[src/rtl/req_ack_pkg.sv]
`default_nettype none
// ============================================================================
//  Module   : req_ack_pkg
//  Purpose  : Shared types and default sizing for the multi-channel
//             req/ack responder.
//  Revision : 1.0  initial release
// ============================================================================
package req_ack_pkg;

    // Responder FSM states; explicit 2-bit encoding
    typedef enum logic [1:0] {
        IDLE = 2'd0,
        WAIT = 2'd1,
        ACK  = 2'd2
    } state_e;

    localparam int DEF_NUM_CH = 4;
    localparam int DEF_LAT_W  = 4;
    localparam int DEF_CNT_W  = 8;

endpackage
`default_nettype wire

[src/rtl/rr_picker.sv]
`default_nettype none
// ============================================================================
//  Module   : rr_picker
//  Purpose  : Combinational round-robin select. Returns the lowest-index
//             active request at or after the pointer, wrapping at NUM_CH-1.
//  Revision : 1.0  initial release
// ============================================================================
module rr_picker #(
    parameter int NUM_CH = 4,
    parameter int IDX_W  = $clog2(NUM_CH)
) (
    input  logic [NUM_CH-1:0] req,
    input  logic [IDX_W-1:0]  pointer,
    output logic              valid,
    output logic [IDX_W-1:0]  winner
);

    localparam logic [IDX_W:0] c_num_ch = (IDX_W+1)'(NUM_CH);

    logic [NUM_CH-1:0] w_rot;
    logic [IDX_W-1:0]  w_off;
    logic [IDX_W:0]    w_sum;
    logic [IDX_W:0]    w_wrap;

    // Rotate so bit 0 is the pointer's channel; doubling the vector makes the wrap free
    assign w_rot = NUM_CH'({req, req} >> pointer);

    // Priority-encode the rotated vector: lowest set offset wins
    always_comb begin
        valid = 1'b0;
        w_off = '0;
        for (int j = NUM_CH - 1; j >= 0; j--) begin
            if (w_rot[j]) begin
                valid = 1'b1;
                w_off = IDX_W'(j);
            end
        end
    end

    // Map the offset back to an absolute channel index (mod NUM_CH)
    assign w_sum  = {1'b0, pointer} + {1'b0, w_off};
    assign w_wrap = w_sum - c_num_ch;
    assign winner = (w_sum >= c_num_ch) ? w_wrap[IDX_W-1:0] : w_sum[IDX_W-1:0];

endmodule
`default_nettype wire

[src/rtl/multi_ch_req_ack.sv]
`default_nettype none
// ============================================================================
//  Module   : multi_ch_req_ack
//  Purpose  : Round-robin multi-channel req/ack responder with run-time
//             programmable ack latency, abort on request drop and a
//             saturating served-request counter.
//  Options  : REQ_ACK_ASSERT_EN - compile embedded handshake assertions.
//  Revision : 1.0  initial release
// ============================================================================
module multi_ch_req_ack
    import req_ack_pkg::*;
#(
    parameter int NUM_CH = DEF_NUM_CH,
    parameter int LAT_W  = DEF_LAT_W,
    parameter int CNT_W  = DEF_CNT_W
) (
    input  logic                      clk,
    input  logic                      rst,
    input  logic [NUM_CH-1:0]         req,
    input  logic [LAT_W-1:0]          lat_cfg,
    output logic [NUM_CH-1:0]         ack,
    output logic                      busy,
    output logic [$clog2(NUM_CH)-1:0] grant_id,
    output logic [CNT_W-1:0]          served_cnt
);

    localparam int              IDX_W  = $clog2(NUM_CH);
    localparam logic [IDX_W-1:0] c_last = IDX_W'(NUM_CH - 1);

    state_e             r_state;
    logic [LAT_W-1:0]   r_cnt;
    logic [IDX_W-1:0]   r_ptr;
    logic [IDX_W-1:0]   r_grant;
    logic [NUM_CH-1:0]  r_ack;
    logic [CNT_W-1:0]   r_served;

    logic               w_valid;
    logic [IDX_W-1:0]   w_winner;

    rr_picker #(
        .NUM_CH (NUM_CH),
        .IDX_W  (IDX_W)
    ) u_picker (
        .req     (req),
        .pointer (r_ptr),
        .valid   (w_valid),
        .winner  (w_winner)
    );

    // Handshake FSM with latency countdown, rr pointer and service counter
    always_ff @(posedge clk) begin
        if (rst) begin
            r_state  <= IDLE;
            r_cnt    <= '0;
            r_ptr    <= '0;
            r_grant  <= '0;
            r_ack    <= '0;
            r_served <= '0;
        end else begin
            case (r_state)
                IDLE: begin
                    r_ack <= '0;
                    if (w_valid) begin
                        r_grant <= w_winner;
                        r_cnt   <= lat_cfg;
                        r_state <= WAIT;
                    end
                end
                WAIT: begin
                    // A dropped request aborts silently; the pointer stays put
                    if (!req[r_grant]) begin
                        r_ack   <= '0;
                        r_state <= IDLE;
                    end else if (r_cnt == '0) begin
                        r_ack   <= NUM_CH'(1) << r_grant;
                        r_state <= ACK;
                    end else begin
                        r_cnt   <= r_cnt - 1'b1;
                    end
                end
                ACK: begin
                    r_ack   <= '0;
                    r_ptr   <= (r_grant == c_last) ? '0 : r_grant + 1'b1;
                    if (r_served != '1) begin
                        r_served <= r_served + 1'b1;
                    end
                    r_state <= IDLE;
                end
                default: begin
                    r_ack   <= '0;
                    r_state <= IDLE;
                end
            endcase
        end
    end

    assign ack        = r_ack;
    assign busy       = (r_state != IDLE);
    assign grant_id   = r_grant;
    assign served_cnt = r_served;

`ifdef REQ_ACK_ASSERT_EN
    a_ack_onehot: assert property (@(posedge clk) disable iff (rst)
        $onehot0(ack));

    a_ack_pulse: assert property (@(posedge clk) disable iff (rst)
        (ack != '0) |=> (ack == '0));

    // The first sample after reset compares against a pre-reset value, so skip it
    a_cnt_mono: assert property (@(posedge clk) disable iff (rst)
        !$past(rst) |-> (served_cnt >= $past(served_cnt)));

    a_rst_state: assert property (@(posedge clk)
        rst |=> (ack == '0 && served_cnt == '0 && !busy));

    generate
        for (genvar gi = 0; gi < NUM_CH; gi++) begin : g_ack_req
            a_ack_has_req: assert property (@(posedge clk) disable iff (rst)
                ack[gi] |-> req[gi]);
        end
    endgenerate
`endif

endmodule
`default_nettype wire

[config.mk]
export PLATFORM = sky130hd
export DESIGN_NAME = multi_ch_req_ack
export DESIGN_NICKNAME = d
export VERILOG_FILES = /design/src/rtl/req_ack_pkg.sv /design/src/rtl/rr_picker.sv /design/src/rtl/multi_ch_req_ack.sv
export SDC_FILE = /design/constraint.sdc
export NUM_CORES = 1
export LEC_CHECK = 0
export CAP_MARGIN = 15
export CELL_PAD_IN_SITES_DETAIL_PLACEMENT = 0
export CELL_PAD_IN_SITES_GLOBAL_PLACEMENT = 1
export CORE_MARGIN = 2
export CORE_UTILIZATION = 35
export CTS_BUF_LIST = sky130_fd_sc_hd__clkbuf_4 sky130_fd_sc_hd__clkbuf_8
export CTS_CLUSTER_DIAMETER = 40
export CTS_CLUSTER_SIZE = 28
export DETAILED_ROUTE_END_ITERATION = 8
export PLACE_DENSITY_LB_ADDON = 0.1
export RECOVER_POWER = 25
export SYNTH_ARGS = -nofsm -noshare
export SYNTH_HDL_FRONTEND = slang
export SYNTH_SLANG_ARGS = --single-unit
[constraint.sdc]
create_clock -name clk -period 2.12 [get_ports clk]
set_clock_uncertainty 0.05 [all_clocks]
set_input_delay 0.212 -clock clk [delete_from_list [all_inputs] [get_ports clk]]
set_output_delay 0.212 -clock clk [all_outputs]
set_load 0.05 [all_outputs]
==> results_tabular.tex <==
\begin{tabular}{lr}
\hline
Metric & Value \\
\hline
\multicolumn{2}{l}{\textbf{Outcome}} \\
\quad Status & finished, final reports clean \\
\multicolumn{2}{l}{\textbf{Clock network}} \\
\quad Clock tree from TritonCTS & yes \\
\quad Worst-path clk slew & 0.14 ns \\
\quad Count of buffers added by post-CTS timing repair for setup & 0 \\
\quad Number of buffers created by CTS & 3 \\
\quad H-tree levels & 1 \\
\quad CTS Root Buffer Type & sky130\_fd\_sc\_hd\_\_clkbuf\_4 \\
\quad Source-to-sink clock delay at the later pin of the worst-skew pair & 0.31 ns \\
\quad Clk sinks & 22 \\
\quad Bufs on Longest Clock Path & 2 \\
\multicolumn{2}{l}{\textbf{Detailed routing}} \\
\quad Metal1 wirelength & 1.40 mm \\
\quad DRC marker count from the first detailed-route iteration & 37 \\
\quad Routed via count divided by cell count & 5.30 \\
\quad Total routed wirelength & 2.93 mm \\
\quad DRC violations left & 0 \\
\quad Routed wire length on met3 & 109 um \\
\quad Length of routed met2 wiring & 1.37 mm \\
\quad Initial DRT Pass Iterations & 4 \\
\quad Routed wire per std cell & 13.2 um \\
\quad Via Count & 1,177 \\
\quad Top layer reached by signal wires & met4 \\
\quad DRT antenna net count & 0 \\
\multicolumn{2}{l}{\textbf{Setup path}} \\
\quad Crit path DAT & 1.73 ns \\
\quad Required time at the endpoint of the critical path & 1.86 ns \\
\quad Family of cells with the greatest summed delay on the critical path & buffers and inverters \\
\quad Critical-path cell with the highest stage delay & sky130\_fd\_sc\_hd\_\_clkdlybuf4s50\_1 \\
\quad Crit-path max FO & 10 \\
\quad Chain of cells forming the critical path & clkdlybuf4s50\_1 \\
\quad Worst setup SP type & flip-flop \\
\quad Buffering stage count on the worst path with inverters included & 1 \\
\quad Class of the most critical setup path & reg2out \\
\quad Crit end category & output pin \\
\quad Max incr delay on CP & 0.87 ns \\
\multicolumn{2}{l}{\textbf{Floorplan}} \\
\quad Number of core rows & 21 \\
\quad Starting utilization of the core area & 37.5\% \\
\quad Die outline area & 4160 um2 \\
\quad I/O pin count & 25 \\
\quad Chip width & 64.5 um \\
\quad Vertical extent of the die & 64.5 um \\
\quad Placeable core region & 3420 um2 \\
\multicolumn{2}{l}{\textbf{STA}} \\
\quad Transition time at the pin with the least slew margin & 0.541 ns \\
\quad Period utilisation layout & 93.9\% \\
\quad Final Slew Violations & 0 \\
\quad Maximum frequency from static timing analysis & 0.502 GHz \\
\quad Setup-violating endpoint count in the final report & 0 \\
\quad RSZ-0062 raised after global routing & no \\
\quad Headroom to the max-slew limit & 63.8\% \\
\quad Hold Violations, Final & 0 \\
\quad Shortest clock period the worst path allows after layout & 1.99 ns \\
\multicolumn{2}{l}{\textbf{Power and ir drop}} \\
\quad Proportion of power drawn by combinational gates & 26.1\% \\
\quad NetSw & 323 uW \\
\quad Power per cell area & 647 nW/um2 \\
\quad Sequential cell fraction of total power & 43.6\% \\
\quad Final Total Pwr & 1070 uW \\
\quad Internal Power & 751 uW \\
\quad Clock Power Share & 30.3\% \\
\quad Lkg Pwr & 0.000633 uW \\
\quad Net Sw Frac & 30.1\% \\
\quad Worst-case vdd ir drop & 274 uV \\
\multicolumn{2}{l}{\textbf{Run}} \\
\quad Max-capacitance violation count & 0 \\
\multicolumn{2}{l}{\textbf{Cells and area}} \\
\quad Ratio of cells with drive above 1 in the final layout & 10.8\% \\
\quad Combined flip-flop and latch cell area & 442 um2 \\
\quad Post-Layout Cell Count & 222 \\
\quad Filler cell count in the final layout & 358 \\
\quad Layout area overhead & 29.6\% \\
\quad Final antenna diode count & 0 \\
\quad Most frequent standard cell in the layout excluding fill and tap cells & sky130\_fd\_sc\_hd\_\_clkdlybuf4s50\_1 \\
\quad Area of all placed cells without fillers & 1660 um2 \\
\quad Area taken by multi-input logic gates & 792 um2 \\
\quad Top library cells by usage in the layout, fill and taps aside & sky130\_fd\_sc\_hd\_\_clkdlybuf4s50\_1 (23), sky130\_fd\_sc\_hd\_\_dfxtp\_1 (21), sky130\_fd\_sc\_hd\_\_nor2\_1 (18), sky130\_fd\_sc\_hd\_\_a21oi\_1 (10), sky130\_fd\_sc\_hd\_\_nand2\_1 (10) \\
\quad Count of nets after finishing & 195 \\
\quad Core occupancy in the finished layout & 48.6\% \\
\multicolumn{2}{l}{\textbf{Synthesis}} \\
\quad Sequential share of the synthesized area & 34.3\% \\
\quad Post-synthesis net count & 164 \\
\quad Cells after synthesis & 146 \\
\quad Number of flip-flops and latches in the synthesized netlist & 22 \\
\quad Ys Warns & 0 \\
\quad Cell variety after synth & 47 \\
\quad Avg Inst Size Synth & 8.78 um2 \\
\quad Post-synthesis instance area & 1280 um2 \\
\multicolumn{2}{l}{\textbf{Placement}} \\
\quad Area post-placement & 1600 um2 \\
\quad Weighted congestion reported at the end of routability-driven placement & 0.770 \\
\quad Detail Placement HPWL & 2.21 mm \\
\quad Dpl cells & 218 \\
\quad Number of port buffers & 24 \\
\multicolumn{2}{l}{\textbf{GRT}} \\
\quad Number of antenna violations at the first check in global routing & 0 \\
\quad Via count of the first global-routing pass & 1,146 \\
\quad Global-route usage over all layers & 15.4\% \\
\quad Pin count of the biggest net entering global routing & 14 \\
\quad Wire length of the first global-routing pass & 5.16 mm \\
\quad Total congestion overflow & 0 \\
\multicolumn{2}{l}{\textbf{Worst hold path}} \\
\quad Class of the worst hold path & in2reg \\
\hline
\end{tabular}
==> tightest hold or removal path, stage by stage <==
cell                              delay (ns)
sky130_fd_sc_hd__clkdlybuf4s50_1        0.40
sky130_fd_sc_hd__nand2_1                0.06
sky130_fd_sc_hd__a31oi_1                0.08
==> per-layer routing <==
| layer | track usage (%) | vias to the layer above |
|---|---|---|
| met5 | 0 | - |
| met4 | 4.79 | 0 |
| li1 | - | 595 |
| met3 | 2.78 | 4 |
| met1 | 20.1 | 552 |
| met2 | 25.9 | 26 |
==> through the flow <==
stage                     hold slack (ns)  setup slack [ns]  setup TNS [ns]
after floorplan                     0.324             0.198               0
after global placement              0.422           -0.0217         -0.0217
after detailed placement            0.431            -0.151          -0.151
after CTS                           0.405            0.0632               0
after global routing                0.430            0.0324               0
final                               0.416             0.130               0
==> Yosys cell counts (all sizes together) <==
cell type   n  share of area (%)
mux2        1               0.88
o211ai      1               0.59
nor2       19                5.8
nor3b       2                1.2
nor3        4                1.6
buf         3                1.6
nor4        3                2.0
nor4b       1               0.68
or4         2                1.2
a21oi      10                3.9
inv         6                1.8
o2111ai     2                1.4
ha          8                7.8
a311o       1               0.78
dfxtp      22                 34
nor2b       2               0.98
o31ai       4                2.3
xor2        1               0.68
o21ai       2               0.78
o2bb2ai     1               0.68
o22ai       1               0.49
and4        1               0.68
a211o       2                1.4
xnor2       2                1.4
o21ba       1               0.78
and3        3                1.9
nand2      10                2.9
nand3b      1               0.59
or2         1               0.49
nand2b      5                2.4
a41o        1               0.78
and3b       1               0.68
or3         2               0.98
a31oi       2               0.98
a211oi      2                1.2
clkbuf      2               0.68
mux2i       9                7.0
a32o        1               0.78
nand3       2               0.78
mux4        1                1.8
nand4b      1               0.68
==> final cells by class <==
cell class / count / area share [%]
flip-flops and latches: 22 / 26.6
well taps: 46 / 3.46
repair buffers: 31 / 17.8
inverters: 6 / 1.36
multi-input cells: 113 / 47.7
clock buffers: 3 / 1.36
clock inverters: 1 / 1.81
==> power groups by stage <==
| stage | registers [uW] | logic, uW | clock network, uW |
|---|---|---|---|
| global route | 475 | 314 | 354 |
| detailed placement | 478 | 280 | 0 |
| CTS | 468 | 282 | 338 |
| finish | 468 | 281 | 326 |
| global placement | 477 | 278 | 0 |
| floorplan | 491 | 175 | 0 |
==> registers in the layout (all words and copies together) (netlist names) <==
register / count
ack: 4
grant_id: 2
r_cnt: 4
r_ptr: 2
r_state: 2
served_cnt: 8
==> kinds of logic (layout without fill, tap and decap cells) <==
family / count (synthesis) / after routing / share of synthesized area [%]
flops: 22 / 22 / 34.3
mux: 11 / 11 / 9.66
buf+inv: 11 / 41 / 4.00
xor+xnor: 3 / 3 / 2.05
fa+ha+maj: 8 / 8 / 7.81
simple gates: 60 / 60 / 25.4
compound gates: 31 / 31 / 16.8
==> path summary, 6_finish.rpt <==
check                            startpoint          end  slack, ns  depth (start not counted)
worst max register to register     r_ptr[0]  grant_id[1]       0.21                          7
worst max-delay path            grant_id[0]  grant_id[0]       0.13                          1
worst min-delay path             lat_cfg[2]     r_cnt[2]       0.42                          3
worst min register to register       ack[1]       ack[1]       0.46                          2
==> what timing repair did <==
action,4_1_cts,5_1_grt
hold buffers,0,0
gates resized for setup,0,3
endpoints found under the setup margin,0,2
Power figures use the tool's default switching activity.
